### src/rtl/stream_demux_1_n.sv
// Registered 1-to-N packet demultiplexer: a select is locked on the first beat and each output has a one-entry register.
// Optional macro STREAM_DEMUX_ERR_CNT_EN adds a saturating 16-bit err_cnt of packets dropped for an illegal select.
module stream_demux_1_n #(
    parameter int DATA_W = 8,
    parameter int N_OUT  = 4,
    parameter int SEL_W  = 4
) (
    input  logic                    clk,
    input  logic                    rst,
    input  logic                    in_valid,
    output logic                    in_ready,
    input  logic [DATA_W-1:0]       in_data,
    input  logic                    in_last,
    input  logic [SEL_W-1:0]        in_sel,
    output logic [N_OUT-1:0]        out_valid,
    input  logic [N_OUT-1:0]        out_ready,
    output logic [N_OUT*DATA_W-1:0] out_data,
    output logic [N_OUT-1:0]        out_last,
    output logic                    sel_err
`ifdef STREAM_DEMUX_ERR_CNT_EN
    ,
    output logic [15:0]             err_cnt
`endif
);

    localparam logic [1:0] IDLE = 2'd0;
    localparam logic [1:0] FWD  = 2'd1;
    localparam logic [1:0] DROP = 2'd2;

    localparam logic [SEL_W:0] N_OUT_W = (SEL_W+1)'(N_OUT);

    logic [1:0]              state_q, state_d;
    logic [SEL_W-1:0]        sel_q, sel_d;
    logic [N_OUT-1:0]        out_valid_q, out_valid_d;
    logic [N_OUT*DATA_W-1:0] out_data_q, out_data_d;
    logic [N_OUT-1:0]        out_last_q, out_last_d;
    logic                    sel_err_q, sel_err_d;

    logic [N_OUT-1:0] can_wr;
    logic [N_OUT-1:0] wr_en;
    logic [SEL_W-1:0] cur_sel;
    logic             sel_legal;
    logic             sel_ready;
    logic             accept;

    assign can_wr = ~out_valid_q | out_ready;

    // In IDLE the live select steers the beat; afterwards the locked one does.
    always_comb begin
        cur_sel   = (state_q == IDLE) ? in_sel : sel_q;
        sel_legal = ({1'b0, cur_sel} < N_OUT_W);
        sel_ready = 1'b0;
        for (int k = 0; k < N_OUT; k++) begin
            if (cur_sel == SEL_W'(k)) begin
                sel_ready = can_wr[k];
            end
        end
        in_ready = 1'b0;
        if (!rst) begin
            case (state_q)
                IDLE:    in_ready = sel_legal ? sel_ready : 1'b1;
                FWD:     in_ready = sel_ready;
                DROP:    in_ready = 1'b1;
                default: in_ready = 1'b0;
            endcase
        end
        accept = in_valid && in_ready;
    end

    always_comb begin
        state_d   = state_q;
        sel_d     = sel_q;
        sel_err_d = 1'b0;
        case (state_q)
            IDLE: begin
                if (accept) begin
                    if (sel_legal) begin
                        sel_d   = in_sel;
                        state_d = in_last ? IDLE : FWD;
                    end else begin
                        sel_err_d = 1'b1;
                        state_d   = in_last ? IDLE : DROP;
                    end
                end
            end
            FWD, DROP: begin
                if (accept && in_last) begin
                    state_d = IDLE;
                end
            end
            default: state_d = IDLE;
        endcase
    end

    // A write and a drain in the same cycle keep valid high for full throughput.
    always_comb begin
        out_valid_d = out_valid_q;
        out_data_d  = out_data_q;
        out_last_d  = out_last_q;
        wr_en       = '0;
        for (int k = 0; k < N_OUT; k++) begin
            wr_en[k] = accept && sel_legal && (state_q != DROP) && (cur_sel == SEL_W'(k));
            if (wr_en[k]) begin
                out_valid_d[k]                = 1'b1;
                out_data_d[k*DATA_W +: DATA_W] = in_data;
                out_last_d[k]                 = in_last;
            end else if (out_ready[k]) begin
                out_valid_d[k] = 1'b0;
            end
        end
    end

    always_ff @(posedge clk) begin
        if (rst) begin
            state_q     <= IDLE;
            sel_q       <= '0;
            out_valid_q <= '0;
            out_data_q  <= '0;
            out_last_q  <= '0;
            sel_err_q   <= 1'b0;
        end else begin
            state_q     <= state_d;
            sel_q       <= sel_d;
            out_valid_q <= out_valid_d;
            out_data_q  <= out_data_d;
            out_last_q  <= out_last_d;
            sel_err_q   <= sel_err_d;
        end
    end

`ifdef STREAM_DEMUX_ERR_CNT_EN
    logic [15:0] err_cnt_q, err_cnt_d;

    always_comb begin
        err_cnt_d = err_cnt_q;
        if (sel_err_d && (err_cnt_q != 16'hFFFF)) begin
            err_cnt_d = err_cnt_q + 16'd1;
        end
    end

    always_ff @(posedge clk) begin
        if (rst) begin
            err_cnt_q <= '0;
        end else begin
            err_cnt_q <= err_cnt_d;
        end
    end

    assign err_cnt = err_cnt_q;
`endif

    assign out_valid = out_valid_q;
    assign out_data  = out_data_q;
    assign out_last  = out_last_q;
    assign sel_err   = sel_err_q;

endmodule

### config.mk
export PLATFORM = sky130hd
export DESIGN_NAME = stream_demux_1_n
export DESIGN_NICKNAME = d
export VERILOG_FILES = /design/src/rtl/stream_demux_1_n.sv
export SDC_FILE = /design/constraint.sdc
export NUM_CORES = 1
export LEC_CHECK = 0
export ABC_AREA = 1
export BUFFER_PORTS_ARGS = -buffer_cell sky130_fd_sc_hd__clkbuf_2
export CELL_PAD_IN_SITES_DETAIL_PLACEMENT = 0
export CELL_PAD_IN_SITES_GLOBAL_PLACEMENT = 1
export CORE_ASPECT_RATIO = 0.5
export CORE_MARGIN = 10
export CORE_UTILIZATION = 38
export DETAILED_ROUTE_END_ITERATION = 10
export HOLD_SLACK_MARGIN = 0.1
export PLACE_DENSITY = 0.88
export SYNTH_ARGS = -nofsm -noshare
export SYNTH_HDL_FRONTEND = slang
export SYNTH_SLANG_ARGS = --single-unit
### constraint.sdc
create_clock -name clk -period 5.1 [get_ports clk]
set_clock_uncertainty 0.1 [all_clocks]
set_input_delay 1.02 -clock clk [delete_from_list [all_inputs] [get_ports clk]]
set_output_delay 1.02 -clock clk [all_outputs]
set_load 0.01 [all_outputs]
==> results list <==
- Summing all placed instances gives a cell area of 2455 sq um.
- The synthesized design contains 47 register bits.
- By instance count, the leading cell after synthesis is nand2_1.
- Total DRC errors in the routed layout: 0
* Cell count after synthesis: 307
* TritonRoute pass-1 iters: 4
- The design draws 1216 uW.
- The floorplan step set the die height to 73.29 microns.
* Overall overflow remaining after global route: 0
- Together, buffers and inverters on the worst path number 4.
- Most used standard cells in the synthesized netlist: nand2_1 (64), dfxtp_1 (47), a21oi_1 (46)
* Clock root buffer: clkbuf_16
- Sum of negative setup slack: 0 ns
* Amount of wire on met2 after detailed routing: 2.610 mm
- Among all flip-flop cells after synthesis, the most frequent one is dfxtp_1.
- Clock insertion delay at the later pin of the skew report: 0.28 ns
- In this run the register-to-register setup slack is 1.78 ns.
- In the final layout, the share of cells above drive strength 1 is 21.17%.
* Kind of end point of the critical path: output port
- In this run the deepest clock path goes through 2 buffers.
- Chip width: 126.6 microns
- Data arrival time of the worst path: 2.30 ns
- Initial core utilization: 39.30%
* Count of antenna-violating nets left after detailed routing: 0
- Buffers placed on the I/O ports in this run total 61.
* Critical path fanouts, max: 10
- Cells taking the most area after synthesis: dfxtp_1 (44%), nand2_1 (11%), a21oi_1 (11%), nand3_1 (10%), nor2_1 (7.7%)
- Required time of the worst setup path: 3.98 ns
* Highest cell delay on the worst timing path: 0.38 ns
- After synthesis, the share of flip-flops with an asynchronous set or reset is 0%.
- Synthesized area per cell: 7.030 sq um
- Of the post-synthesis cell area, the dominant cell type holds 43.59%.
- Unique cell type count in the Yosys netlist: 22
- Crit. Startpoint: state_q[0]
* Met3 Routed Length: 324 microns
* Portion of the clock cycle consumed by the worst path in the final layout: 67.02%
- Wire length of the first global-routing pass: 9.798 mm
- Worst vdd ir: 0.0002227 V
- Synthesis produced a netlist with a net count of 331.
- At the pin with the least slew margin, the transition time is 1.225 ns.
- Top achievable clock speed: 292.6 MHz
* Reported leakage power: 0.001221 uW
* Number of buffers created by CTS: 5
- DP HPWL: 4.191 mm
* Worst Path Class, Setup: flop to output port
- Across every metal layer, demand over resource in global routing totals 12.54%.
* Util after Layout: 47.37%
- In this run the top signal layer used is met4.
* Timing endpoint of the critical path: in_ready
- Worst Setup Start Kind: flop
- The H-tree generated during clock tree synthesis spans 2 levels.
* Max-cap viol count: 0
- Using the TritonRoute via totals, the vias-per-cell ratio works out to 4.873.
- In this run the cell area of the synthesized design comes to 2158 sq um.
- For the worst flop-to-flop path, the logic depth is 17.
- Floorplan core area: 5492 sq um
- Setup repair after global routing left no endpoint under its margin.
- The max-slew violation total from the final report came to 0.
- For this design the top-level I/O count stands at 62.
- The run finished with clean final reports.
- Routability congestion estimate: 0.7800
- The worst register-to-register path begins at state_q[0].
- Iteration-0 DRC Markers: 118
- Critical Path, Cell by Cell: inv_1 > ha_1 > inv_4 > nand2_1 > nand2_2 > inv_2 > a21oi_1 > nand2_1 > nand4_1 > nand2_1 > a21boi_0 > clkbuf_2
- The detailed router put a total of 2.767 mm of wire on met1.
* Clock-pin slew reported for the worst setup and hold paths after clock tree synthesis: 0.06 ns
- Final wirelength: 5.751 mm
- Counting stages on the worst path, the most repeated cell is nand2_1.
- Power density normalized to cell area: 467.6 nW/um^2
* Critical-path top delay cell: dfxtp_1
* Placement Rows: 19
* Number of vias after detailed routing: 2105
- The number of setup buffers added after CTS is 0.
- Worst hold slack after final layout: 0.3677 ns
- Final Cell Area: 2601 sq um
- The initial antenna violation count was 0.
* CTS tree: done
- Hold Buf Count CTS: 0
- Min-delay worst type: flop to flop
* Largest area contributor in the synthesized netlist: dfxtp_1
* Total number of yosys warnings: 0
- Total Die Area: 9277 sq um
- After layout, the minimum clock period comes to 3.418 ns.
- Sequential cell area fraction in the yosys report: 43.59%
- The net count of the finished layout is 382.
- Setup violations remaining at the end of the flow were counted as 0.
* Critical register-to-register path endpoint: out_last[1]
- Maximum number of pins on one net before global-route repair: 46
- In this design, the largest share of critical-path delay is due to buffers and inverters.
- Measured against its own limit, the worst slew margin works out to 18.03%.
- Count of cells resized by post-cts repair: 0
- The area growth from synthesis to layout is 20.52%.
- The via count of the first global-routing pass is 2062.
* Count of flip-flops with a built-in enable after synthesis: 0
* CTS Sinks: 47
- Number of hold violations in the final report: 0
- Number of antenna repair diodes: 0
* Levels on crit path: 12
- Average wire per standard cell: 13.31 microns
## cell usage in the layout (no fill, tap or decap), types with 2 or more instances in the layout
| cell type | synthesis | final |
|---|---|---|
| nor3_1 | 3 | 3 |
| nand4_1 | 5 | 5 |
| a21oi_1 | 46 | 46 |
| ha_1 | 4 | 4 |
| nand3_1 | 43 | 43 |
| clkbuf_2 | 0 | 61 |
| dfxtp_1 | 47 | 47 |
| nor2_1 | 44 | 44 |
| clkinv_4 | 0 | 2 |
| nand2_2 | 2 | 2 |
| inv_1 | 23 | 23 |
| clkbuf_16 | 0 | 5 |
| nand2_1 | 64 | 64 |
## state kept, by name (all words and copies together) (netlist names)
| register | cells |
|---|---|
| out_valid | 4 |
| sel_q | 4 |
| out_last | 4 |
| out_data | 32 |
| state_q | 2 |
| sel_err | 1 |
## through the flow
stage,std cells,worst slack (ns)
6_report,432,1.682
3_3_place_gp,424,1.662
3_5_place_dp,424,1.578
5_1_grt,432,1.338
4_1_cts,432,1.699
2_1_floorplan,307,2.014
## area by class of cell
cell class	instances	area, sq um
Inverter	25	96.34
Multi-Input combinational cell	217	1013
Clock buffer	6	128.9
Timing Repair Buffer	62	312.8
Fill cell	578	2890
Sequential cell	47	940.9
Tap cell	73	91.34
Clock inverter	2	17.52
## routing by layer
layer,track usage [%],up-vias
met2,20.84,47
met3,3.877,5
met5,0,-
met1,15.62,946
met4,3.011,0
li1,-,1107
## worst min-delay path by stage
stage / start / end / cells past startpoint
6_report: sel_q[1] / sel_q[1] / 2
5_1_grt: sel_q[1] / sel_q[1] / 2
4_1_cts: sel_q[1] / sel_q[1] / 2
3_5_place_dp: sel_q[1] / sel_q[1] / 2
3_3_place_gp: sel_q[1] / sel_q[1] / 2
2_1_floorplan: sel_q[1] / sel_q[1] / 2
## cell families (layout without fill, tap and decap cells)
group / Yosys count / count (layout) / share of synthesized area [%]
flip-flops: 47 / 47 / 43.59
buffers and inverters: 43 / 95 / 9.681
AO/OA/AOI/OAI: 48 / 48 / 11.25
AND/OR/NAND/NOR: 165 / 165 / 33.16
adder cells (fa/ha/maj): 4 / 4 / 2.319
## worst reg2reg max path, delay by kind of cell, from the launching register on
| kind | cells | cell delay, ns |
|---|---|---|
| flops | 1 | 0.38 |
| simple gates | 11 | 1.41 |
| fa+ha+maj | 1 | 0.35 |
| compound gates | 1 | 0.15 |
| buf+inv | 4 | 0.80 |
## power by group
group / internal (uW) / total (uW) / switching (uW)
combinational: 130 / 481 / 350
sequential: 397 / 416 / 19.0
clock: 183 / 320 / 136
Note: power is estimated with default switching activity, not from simulation.
